### src/rtl/csr_hpm_counters_pkg.sv
// Shared CSR definitions for the hardware performance monitor block:
// address map constants, funct3 operation encodings, mcountinhibit bit
// positions, the address decode result type and a decode helper.
package csr_hpm_counters_pkg;

   // Address map
   localparam logic [11:0] CSR_MCOUNTINHIBIT  = 12'h320;
   localparam logic [11:0] CSR_MHPMEVENT_BASE = 12'h320;
   localparam logic [11:0] CSR_MCOUNTER_LO    = 12'hB00;
   localparam logic [11:0] CSR_MCOUNTER_HI    = 12'hB80;
   localparam logic [11:0] CSR_COUNTER_LO     = 12'hC00;
   localparam logic [11:0] CSR_COUNTER_HI     = 12'hC80;

   // funct3 encodings: bit 2 selects the immediate operand
   localparam int         OP_IMM_BIT = 2;
   localparam logic [1:0] OP_RW      = 2'b01;
   localparam logic [1:0] OP_RS      = 2'b10;
   localparam logic [1:0] OP_RC      = 2'b11;

   // mcountinhibit bit positions (bit 1, time, is hardwired to 0)
   localparam int INH_CY       = 0;
   localparam int INH_TM       = 1;
   localparam int INH_IR       = 2;
   localparam int INH_HPM_BASE = 3;

   typedef enum logic [1:0] {
      CSR_NONE,
      CSR_INHIBIT,
      CSR_EVENT,
      CSR_COUNTER
   } csr_kind_e;

   // idx: hpm number (0 = mhpmevent3) for CSR_EVENT,
   //      counter slot (0 cycle, 1 instret, 2+i hpm i+3) for CSR_COUNTER
   typedef struct packed {
      csr_kind_e  kind;
      logic       hi;
      logic [4:0] idx;
   } csr_dec_t;

   function automatic csr_dec_t csr_decode(input logic [11:0] addr, input int num_hpm);
      csr_dec_t   d;
      logic [4:0] n;
      d.kind = CSR_NONE;
      d.hi   = 1'b0;
      d.idx  = '0;
      n      = addr[4:0];
      if (addr == CSR_MCOUNTINHIBIT) begin
         d.kind = CSR_INHIBIT;
      end else if (addr[11:5] == CSR_MHPMEVENT_BASE[11:5]) begin
         if (int'(n) >= 3 && int'(n) < num_hpm + 3) begin
            d.kind = CSR_EVENT;
            d.idx  = n - 5'd3;
         end
      end else if ((addr[11:8] == CSR_MCOUNTER_LO[11:8] || addr[11:8] == CSR_COUNTER_LO[11:8])
                   && addr[6:5] == 2'b00) begin
         // 0xB00/0xB80/0xC00/0xC80 windows; bit 7 picks the high half
         d.hi = addr[7];
         if (n == 5'd0) begin
            d.kind = CSR_COUNTER;
            d.idx  = 5'd0;
         end else if (n == 5'd2) begin
            d.kind = CSR_COUNTER;
            d.idx  = 5'd1;
         end else if (int'(n) >= 3 && int'(n) < num_hpm + 3) begin
            d.kind = CSR_COUNTER;
            d.idx  = n - 5'd1;
         end
      end
      return d;
   endfunction

   function automatic logic [31:0] inhibit_mask(input int num_hpm);
      logic [31:0] m;
      m         = '0;
      m[INH_CY] = 1'b1;
      m[INH_IR] = 1'b1;
      for (int i = 0; i < num_hpm; i++) begin
         m[INH_HPM_BASE + i] = 1'b1;
      end
      return m;
   endfunction

endpackage

### src/rtl/csr_hpm_counters_slice.sv
// One performance counter of CNT_WIDTH bits with increment enable,
// separate low/high write ports and a sticky wrap flag.
// Ports:
//   clk, rst_n  clock, async active-low reset
//   inc_en      count up by one this cycle
//   wr_lo/wr_hi load wdata into bits [31:0] / [CNT_WIDTH-1:32]
//   wdata       32-bit write data
//   cnt         counter value
//   ovf         set on wrap from all-ones, cleared by any write
module hpm_counter_slice
   import csr_hpm_counters_pkg::*;
#(
   parameter int CNT_WIDTH = 64
) (
   input  logic                 clk,
   input  logic                 rst_n,
   input  logic                 inc_en,
   input  logic                 wr_lo,
   input  logic                 wr_hi,
   input  logic [31:0]          wdata,
   output logic [CNT_WIDTH-1:0] cnt,
   output logic                 ovf
);

   localparam int HI_W = CNT_WIDTH - 32;

   // A write always wins over a same-cycle increment
   always_ff @(posedge clk or negedge rst_n) begin
      if (!rst_n) begin
         cnt <= '0;
      end else if (wr_lo) begin
         cnt <= {cnt[CNT_WIDTH-1:32], wdata};
      end else if (wr_hi) begin
         cnt <= {wdata[HI_W-1:0], cnt[31:0]};
      end else if (inc_en) begin
         cnt <= cnt + CNT_WIDTH'(1);
      end
   end

   // Clearing by a write takes priority over a coincident wrap
   always_ff @(posedge clk or negedge rst_n) begin
      if (!rst_n) begin
         ovf <= 1'b0;
      end else if (wr_lo || wr_hi) begin
         ovf <= 1'b0;
      end else if (inc_en && (&cnt)) begin
         ovf <= 1'b1;
      end
   end

endmodule

### src/rtl/csr_hpm_counters.sv
// Machine performance counters: mcycle, minstret, NUM_HPM mhpmcounters with
// their mhpmevent selectors, and mcountinhibit. Accessible by CSR
// instructions in EX and by a debug monitor port.
// Ports:
//   clk, rst_n                  clock, async active-low reset
//   cmd_csr_ex, csr_ofs_ex,
//   csr_op2_ex, csr_uimm_ex,
//   rs1_sel, stall              CSR instruction in EX
//   retire, event_in            counting conditions
//   csr_rd_data, csr_hit        read data / decode hit for selected address
//   hpm_ovf                     sticky wrap flags per counter
//   csr_radr_en_mon, ...        monitor read/write port
//   csr_rdata_mon               monitor read data (same as csr_rd_data)
module csr_hpm_counters
   import csr_hpm_counters_pkg::*;
#(
   parameter int NUM_HPM   = 4,
   parameter int CNT_WIDTH = 64,
   parameter int NUM_EVT   = 8
) (
   input  logic                 clk,
   input  logic                 rst_n,
   input  logic                 cmd_csr_ex,
   input  logic [11:0]          csr_ofs_ex,
   input  logic [2:0]           csr_op2_ex,
   input  logic [4:0]           csr_uimm_ex,
   input  logic [31:0]          rs1_sel,
   input  logic                 stall,
   input  logic                 retire,
   input  logic [NUM_EVT-1:0]   event_in,
   output logic [31:0]          csr_rd_data,
   output logic                 csr_hit,
   output logic [NUM_HPM+1:0]   hpm_ovf,
   input  logic                 csr_radr_en_mon,
   input  logic [11:0]          csr_radr_mon,
   input  logic                 csr_we_mon,
   input  logic [11:0]          csr_wadr_mon,
   input  logic [31:0]          csr_wdata_mon,
   output logic [31:0]          csr_rdata_mon
);

   localparam int          NCNT     = NUM_HPM + 2;
   localparam logic [31:0] INH_MASK = inhibit_mask(NUM_HPM);

   logic [NCNT*CNT_WIDTH-1:0] cnt_flat;
   logic [NUM_HPM*5-1:0]      evt_flat;
   logic [31:0]               inhibit;

   logic [11:0] sel_addr;
   csr_dec_t    sel_dec;
   csr_dec_t    ex_dec;
   csr_dec_t    mon_dec;
   csr_dec_t    wr_dec;
   logic        ex_ro;
   logic [31:0] sel_rdata;
   logic [31:0] operand;
   logic [31:0] ex_cur;
   logic [31:0] ex_wdata;
   logic [31:0] wdata;
   logic        ex_we;
   logic        mon_we;
   logic        wr_en;
   logic [NUM_HPM-1:0] evt_hit;
   logic [NCNT-1:0]    cond;

   function automatic logic [31:0] read_val(
      input csr_dec_t                  d,
      input logic [NCNT*CNT_WIDTH-1:0] cnts,
      input logic [NUM_HPM*5-1:0]      evts,
      input logic [31:0]               inh
   );
      logic [31:0]          v;
      logic [CNT_WIDTH-1:0] c_val;
      v     = '0;
      c_val = '0;
      case (d.kind)
         CSR_INHIBIT: v = inh;
         CSR_EVENT: begin
            for (int i = 0; i < NUM_HPM; i++) begin
               if (d.idx == 5'(i)) v = {27'd0, evts[i*5 +: 5]};
            end
         end
         CSR_COUNTER: begin
            for (int c = 0; c < NCNT; c++) begin
               if (d.idx == 5'(c)) c_val = cnts[c*CNT_WIDTH +: CNT_WIDTH];
            end
            v = d.hi ? 32'(c_val[CNT_WIDTH-1:32]) : c_val[31:0];
         end
         default: v = '0;
      endcase
      return v;
   endfunction

   // Read address priority: monitor read, monitor write, instruction
   always_comb begin
      sel_addr = csr_ofs_ex;
      if (csr_radr_en_mon) begin
         sel_addr = csr_radr_mon;
      end else if (csr_we_mon) begin
         sel_addr = csr_wadr_mon;
      end
   end

   assign sel_dec       = csr_decode(sel_addr, NUM_HPM);
   assign ex_dec        = csr_decode(csr_ofs_ex, NUM_HPM);
   assign mon_dec       = csr_decode(csr_wadr_mon, NUM_HPM);
   assign ex_ro         = (csr_ofs_ex[11:8] == CSR_COUNTER_LO[11:8]);
   assign sel_rdata     = read_val(sel_dec, cnt_flat, evt_flat, inhibit);
   assign csr_rd_data   = sel_rdata;
   assign csr_rdata_mon = sel_rdata;
   assign csr_hit       = (sel_dec.kind != CSR_NONE);

   // The instruction's read-modify-write uses its own address, independent
   // of whatever the monitor is reading this cycle.
   always_comb begin
      operand  = csr_op2_ex[OP_IMM_BIT] ? {27'd0, csr_uimm_ex} : rs1_sel;
      ex_cur   = read_val(ex_dec, cnt_flat, evt_flat, inhibit);
      ex_wdata = operand;
      case (csr_op2_ex[1:0])
         OP_RW:   ex_wdata = operand;
         OP_RS:   ex_wdata = operand | ex_cur;
         OP_RC:   ex_wdata = ~operand & ex_cur;
         default: ex_wdata = operand;
      endcase
   end

   always_comb begin
      ex_we  = cmd_csr_ex && !stall && (ex_dec.kind != CSR_NONE) && !ex_ro
               && (csr_op2_ex[1:0] != 2'b00);
      mon_we = csr_we_mon && !ex_we && (mon_dec.kind != CSR_NONE);
      wr_en  = ex_we || mon_we;
      wr_dec = ex_we ? ex_dec : mon_dec;
      wdata  = ex_we ? ex_wdata : csr_wdata_mon;
   end

   always_ff @(posedge clk or negedge rst_n) begin
      if (!rst_n) begin
         inhibit <= '0;
      end else if (wr_en && wr_dec.kind == CSR_INHIBIT) begin
         inhibit <= wdata & INH_MASK;
      end
   end

   always_ff @(posedge clk or negedge rst_n) begin
      if (!rst_n) begin
         evt_flat <= '0;
      end else begin
         for (int i = 0; i < NUM_HPM; i++) begin
            if (wr_en && wr_dec.kind == CSR_EVENT && wr_dec.idx == 5'(i)) begin
               evt_flat[i*5 +: 5] <= wdata[4:0];
            end
         end
      end
   end

   // Selector 0 or beyond NUM_EVT matches no event bit, so never counts
   always_comb begin
      evt_hit = '0;
      for (int i = 0; i < NUM_HPM; i++) begin
         for (int k = 0; k < NUM_EVT; k++) begin
            if (evt_flat[i*5 +: 5] == 5'(k + 1) && event_in[k]) evt_hit[i] = 1'b1;
         end
      end
   end

   assign cond = {evt_hit, retire, 1'b1};

   for (genvar c = 0; c < NCNT; c++) begin : g_cnt
      localparam int INH_BIT = (c == 0) ? INH_CY : ((c == 1) ? INH_IR : INH_HPM_BASE + c - 2);
      logic inc_en;
      logic wr_lo;
      logic wr_hi;

      assign inc_en = cond[c] && !inhibit[INH_BIT];
      assign wr_lo  = wr_en && wr_dec.kind == CSR_COUNTER && wr_dec.idx == 5'(c) && !wr_dec.hi;
      assign wr_hi  = wr_en && wr_dec.kind == CSR_COUNTER && wr_dec.idx == 5'(c) && wr_dec.hi;

      hpm_counter_slice #(
         .CNT_WIDTH(CNT_WIDTH)
      ) u_slice (
         .clk   (clk),
         .rst_n (rst_n),
         .inc_en(inc_en),
         .wr_lo (wr_lo),
         .wr_hi (wr_hi),
         .wdata (wdata),
         .cnt   (cnt_flat[c*CNT_WIDTH +: CNT_WIDTH]),
         .ovf   (hpm_ovf[c])
      );
   end

endmodule

### config.mk
export PLATFORM = sky130hd
export DESIGN_NAME = csr_hpm_counters
export DESIGN_NICKNAME = d
export VERILOG_FILES = /design/src/rtl/csr_hpm_counters_pkg.sv /design/src/rtl/csr_hpm_counters_slice.sv /design/src/rtl/csr_hpm_counters.sv
export SDC_FILE = /design/constraint.sdc
export NUM_CORES = 2
export LEC_CHECK = 0
export BUFFER_PORTS_ARGS = -buffer_cell sky130_fd_sc_hd__buf_2
export CAP_MARGIN = 20
export CORE_MARGIN = 2
export CORE_UTILIZATION = 58
export CTS_CLUSTER_DIAMETER = 120
export CTS_CLUSTER_SIZE = 16
export DETAILED_ROUTE_END_ITERATION = 10
export PLACE_DENSITY = 0.79
export SLEW_MARGIN = 20
export SYNTH_ARGS = -nofsm -noshare
export SYNTH_HDL_FRONTEND = slang
export SYNTH_HIERARCHICAL = 1
export SYNTH_SLANG_ARGS = --single-unit
export TNS_END_PERCENT = 50
### constraint.sdc
create_clock -name clk -period 3.3 [get_ports clk]
set_input_delay 0.165 -clock clk [delete_from_list [all_inputs] [get_ports clk]]
set_output_delay 0.165 -clock clk [all_outputs]
set_load 0.1 [all_outputs]
==> results of run 1 <==
==> metrics by stage <==
stage               hold WS (ps)  setup WS [ps]  setup TNS (ps)  util, %  std cells
floorplan                   -131          -1340          -23660        -       5111
global placement             199           -712         -220450     75.2       6809
detailed placement           210           -835         -253610     75.2       6809
CTS                         7.17           -264          -12160     79.7       6907
==> layer usage <==
layer	overflow	GRT usage (%)
met4	64	71.9
met2	62	91.9
met3	1	62.8
met1	1	79.5
met5	0	29.5
==> repair_timing <==
| item | CTS |
|---|---|
| gates cloned | 8 |
| endpoints found under the setup margin | 127 |
| hold buffers | 3 |
| hold endpoints to repair | 98 |
| pin swaps | 72 |
| gates resized for setup | 306 |
| buffers inserted | 54 |
==> cells in the mapped netlist (22+ instances only) <==
master,n
o211ai_1,38
nand2_1,719
dfrtp_1,416
nor4_1,112
nor2_1,354
clkbuf_1,233
xnor2_1,62
a221oi_1,25
a211oi_1,72
nor3_1,140
o31a_1,25
and4_1,51
xor2_1,104
and3_1,167
o21a_1,26
nand2b_1,28
o221ai_1,35
o22ai_1,79
mux2i_1,148
nor2b_1,31
o311ai_1,30
o311ai_0,24
buf_2,66
nand4_1,229
a21oi_1,246
buf_4,53
inv_1,80
o31ai_1,49
o21ai_1,56
a22oi_1,26
a311oi_1,22
o21ai_0,321
and2_1,44
a31oi_1,105
nand3_1,304
or4_1,62
mux2_2,51
buf_1,27
or3_1,87
==> cell families after synthesis <==
group	after synthesis	synth area share, %
AO/OA/AOI/OAI	1383	24.0
AND/OR/NAND/NOR	2444	33.0
buffers and inverters	472	5.59
flip-flops	416	27.1
multiplexers	211	5.91
adder cells (fa/ha/maj)	19	0.607
XOR/XNOR	166	3.79
==> summary.md, run 1 <==
| Metric | Value |
|---|---|
| CTS Buf Count | 30 |
| Initial Util | 58.4% |
| Post-synth EDFFs | 0 |
| Input/output buffers | a little under 200 |
| Total congestion overflow | roughly 130 |
| Vias in the first global route | approximately 55000 |
| Chip height | 261 um |
| Total GRT Usage | 76.9% |
| Yosys reg bits | approximately 420 |
| Root buffer cell | clkbuf_16 |
| Unique masters post-synth | between 100 and 150 |
| Die W | around 260 um |
| Synth async-reset ratio | 100% |
| Mean Syn Cell Area | 7.50 um2 |
| Mapped Cells | 5111 |
| Final GP Congestion | around 1.3 |
| Register area share after synthesis | between 20 and 30% |
| Last step reached | global routing |
| Top cells by area, synth | dfrtp_1 27%, nand2_1 7.0%, o21ai_0 4.2%, nand3_1 4.0%, mux2i_1 3.9% |
| Post-DP Area | slightly below 0.05 mm2 |
| Top-area cell type share of the netlist area | 27.1% |
| CTS Sinks | 416 |
| H-tree levels | 1 |
| Mapped Nets | 5251 |
| I/O pin cnt | 194 |
| Std cell rows | 94 |
| CTS max path bufs | 3 |
| Syn Std Cell Area | 0.0383 mm2 |
| YS warnings | 6 |
| Predominant post-synthesis flop cell | dfrtp_1 |
| HPWL after detailed placement | 187 mm |
| Status | aborted with a tool error |
| First-pass GRT wire length | between 300 and 400 mm |
| Run Error | [ERROR GRT-0116] Global routing finished with congestion. Check the congestion regions in the DRC Viewer. |
| Area leader, netlist | dfrtp_1 |
| Largest net degree at the start of global routing | between 70 and 80 |
==> run 2, diff against run 1 <==
--- a/config.mk
+++ b/config.mk
@@ -8,11 +8,9 @@
 export BUFFER_PORTS_ARGS = -buffer_cell sky130_fd_sc_hd__buf_2
 export CAP_MARGIN = 20
 export CORE_MARGIN = 2
-export CORE_UTILIZATION = 58
-export CTS_CLUSTER_DIAMETER = 120
-export CTS_CLUSTER_SIZE = 16
+export CORE_UTILIZATION = 40
 export DETAILED_ROUTE_END_ITERATION = 10
-export PLACE_DENSITY = 0.79
+export PLACE_DENSITY_LB_ADDON = 0.15
 export SLEW_MARGIN = 20
 export SYNTH_ARGS = -nofsm -noshare
 export SYNTH_HDL_FRONTEND = slang
==> constraint.sdc (replaced) <==
create_clock -name clk -period 4.3 [get_ports clk]
set_input_delay 0.215 -clock clk [delete_from_list [all_inputs] [get_ports clk]]
set_output_delay 0.215 -clock clk [all_outputs]
set_load 0.1 [all_outputs]
==> run 2 against run 1 <==
Against the previous run:
- the run now ends clean
- synthesized area did not move
- synthesized cell count did not move
==> summary.md, run 2 <==
| Metric | Value |
|---|---|
| Most frequent cells in the layout | 713 x nand2_1, 647 x buf_4, 416 x dfrtp_1 |
| Vias | ~50000 |
| Std cell rows | 113 (+20%) |
| Share of cells above drive strength 1 | a little over a fifth |
| Die W | 314 um (+20%) |
| P_int | 0.00727 W |
| Die area | about 0.1 mm2 |
| Post-DP Area | 0.0464 mm2 (-6.0%) |
| Top cells by area, synth | dfrtp_1 27%, nand2_1 7.0%, o21ai_0 4.2%, nand3_1 4.0%, mux2i_1 3.9% |
| Register area share after synthesis | 27.1% (unchanged) |
| Slew Limit Fails | 0 |
| Max rail drop VDD | between 0.3 and 0.4 mV |
| Count leader, synth | nand2_1 |
| Largest registers | g_cnt.u_slice/cnt: 384 flops, evt_flat: 20 flops |
| Status | complete, no violations |
| Final Cell Area | slightly below 0.05 mm2 |
| Crit share post-route | around 99% |
| Clock skew | between 60 and 70 ps |
| RSZ-0062 raised after global routing | yes |
| CTS Sinks | 416 (unchanged) |
| Mean Syn Cell Area | 7.50 um2 (unchanged) |
| H-tree levels | 2 (+1) |
| Final Hold Fails | 0 |
| Iter 0 DRT Violations | approximately 8300 |
| Initial Util | 40.4% (-18 points) |
| Max frequency | ~230 MHz |
| DRT Pass-1 Iters | 7 |
| Synth async-reset ratio | 100% (unchanged) |
| Final worst slack | roughly 35 ps |
| Total GRT Usage | 50.9% |
| Post-synth EDFFs | 0 (unchanged) |
| Total congestion overflow | 0 |
| First-pass GRT wire length | 356 mm |
| Top-area cell type share of the netlist area | 27.1% (unchanged) |
| Slew @ Worst Pin | between 1000 and 1500 ps |
| NetSw | around 0.0035 W |
| P per Cell Area | ~220 mW/mm2 |
| Reg2reg end | g_cnt[5].u_slice/cnt[59]$_DFFE_PN0P_ |
| CP Launch Type | primary input |
| Area leader, netlist | dfrtp_1 |
| Vias in the first global route | about 45000 |
| Predominant post-synthesis flop cell | dfrtp_1 |
| CTS tree | done |
| Worst Path Required | ~4100 ps |
| Mapped Nets | 5251 (unchanged) |
| Biggest register | g_cnt.u_slice/cnt |
| Sw Share | between 30% and 40% |
| Worst setup startpoint | csr_ofs_ex[0] |
| Layout Cells excl Fill | 7021 |
| Pleak | approximately 19 nW |
| Final GP Congestion | 1.12 (-15%) |
| CP max FO | 24 |
| Avg Vias per Cell | slightly above 7 |
| I/O pin cnt | 194 (unchanged) |
| Setup crit end kind | output pin |
| Post-synth top cells | 719 x nand2_1, 416 x dfrtp_1, 354 x nor2_1 |
| WP data arrival | 4050 ps |
| Commonest non-fill, non-tap cell in the layout | nand2_1 |
| Yosys reg bits | 416 (unchanged) |
| Chip height | 314 um (+20%) |
| Input/output buffers | 193 (unchanged) |
| Area grow syn2layout | 26.8% |
| Crit path capture | csr_rd_data[15] |
| YS warnings | 6 (unchanged) |
| Power Total | 0.0108 W |
| RR Startpoint | evt_flat[15]$_DFFE_PN0P_ |
| Final Critical Period | ~4300 ps |
| Max reg flops | about 380 |
| Reg2Reg Depth | 12 |
| Drt drc | 0 |
| Drt wl/cell | approximately 37 um |
| Unique masters post-synth | 116 (unchanged) |
| Seq pwr share | between 30% and 40% |
| Reg clk slew, reported paths | roughly 70 ps |
| HPWL after detailed placement | 206 mm (+10%) |
| Root buffer cell | clkbuf_16 |
| Worst-skew pair later-pin latency | roughly 720 ps |
| WL final | approximately 260 mm |
| Clk network pwr share | a little over two fifths |
| Post-Place Cells | 6883 (+1.1%) |
| WS Path Type | in2out |
| Slew HR | 17.5% |
| MaxCap Viol Count | 0 |
| CTS Buf Count | 54 (+80%) |
| R2R Setup Slk | ~940 ps |
| Nets | a little under 6000 |
| Antenna Violating Nets Remaining | 0 |
| Largest net degree at the start of global routing | around 120 |
| Antenna violations before repair | 32 |
| Comb power frac | around 17% |
| Hold Path Stages | 3 |
| Dpl ws | -203 ps (+633 ps) |
| CTS max path bufs | 3 (unchanged) |
| HP Class | in2reg |
| Syn Std Cell Area | 0.0383 mm2 (unchanged) |
| Mapped Cells | 5111 (unchanged) |
| Core area | roughly 0.095 mm2 |
| Final setup violation count | 0 |
-- run 2: cell counts after synthesis --
No cell type changed its count.
-- run 2: power by group through the flow --
stage                     clock network (W)  registers (W)  logic [W]
final                               0.00471        0.00430    0.00179
after global routing                0.00486        0.00430    0.00185
after CTS                           0.00472        0.00428    0.00169
after detailed placement                  0        0.00435    0.00167
after global placement                    0        0.00435    0.00166
after floorplan                           0        0.00420   0.000742
-- run 2: logic make-up (layout without fill, tap and decap cells) --
group,count (synthesis),count (layout),share of synthesized area [%]
adder cells (fa/ha/maj),19,19,0.607
buffers and inverters,472,1088,5.59
other,0,29,0
XOR/XNOR,166,166,3.79
multiplexers,211,211,5.91
AO/OA/AOI/OAI,1383,1383,24.0
AND/OR/NAND/NOR,2444,2444,33.0
flip-flops,416,416,27.1
-- run 2: critical path, stage by stage --
cell and delay, ps:
buf_2 120, buf_4 130, mux2i_2 260, o21a_2 230, buf_4 170, ha_1 190, nand3_1 90, xnor2_1 230
o31ai_1 120, a211o_1 350, buf_4 160, nor3_2 240, buf_12 230, nand2_2 220, buf_4 270, o221ai_1 320
nand2_1 220, buf_12 220
-- run 2: cell type report --
cell class / instances / area (um2)
tap: 1265 / 1580
timing repair buffer: 912 / 8100
clock inverter: 20 / 221
fill: 9365 / 46400
sequential: 416 / 10400
clock buffer: 75 / 1530
antenna: 29 / 72.6
multi-input combinational: 4223 / 26400
inverter: 81 / 304
-- run 2: timing repair --
| action | 4_1_cts | 5_1_grt |
|---|---|---|
| endpoints found under the hold margin | 67 | 0 |
| buffers inserted | 8 | 1 |
| hold buffers | 5 | 0 |
| setup endpoints to repair | 60 | 50 |
| pin swaps | 3 | 3 |
| gates resized for setup | 15 | 41 |
-- run 2: through the flow --
stage	util, %	hold WS (ps)	TNS (ps)
finish	51.2	56.8	0
global route	51.1	95.3	-205
CTS	50.9	33.8	-155
detailed placement	48.9	216	-7680
global placement	48.9	215	-7970
floorplan	-	-80.6	-4500
-- run 2: metal layers --
metal / global-route usage [%] / wire length, um / up-vias
met5: 0 / 172 / -
met4: 38.6 / 23600 / 24
met3: 17.3 / 36400 / 1003
met2: 69.7 / 102000 / 4209
met1: 65.6 / 97000 / 24000
li1: - / - / 20600
-- run 2: how the worst min path moves through the flow --
stage | from | to | slack, ps
floorplan | rst_n | evt_flat[0]$_DFFE_PN0P_ | -80
global placement | rst_n | g_cnt[2].u_slice/cnt[36]$_DFFE_PN0P_ | 220
detailed placement | rst_n | g_cnt[2].u_slice/cnt[52]$_DFFE_PN0P_ | 220
CTS | csr_wdata_mon[2] | inhibit[2]$_DFFE_PN0P_ | 30
global route | csr_wdata_mon[2] | inhibit[2]$_DFFE_PN0P_ | 100
finish | csr_wdata_mon[2] | inhibit[2]$_DFFE_PN0P_ | 60
Power figures use the tool's default switching activity.
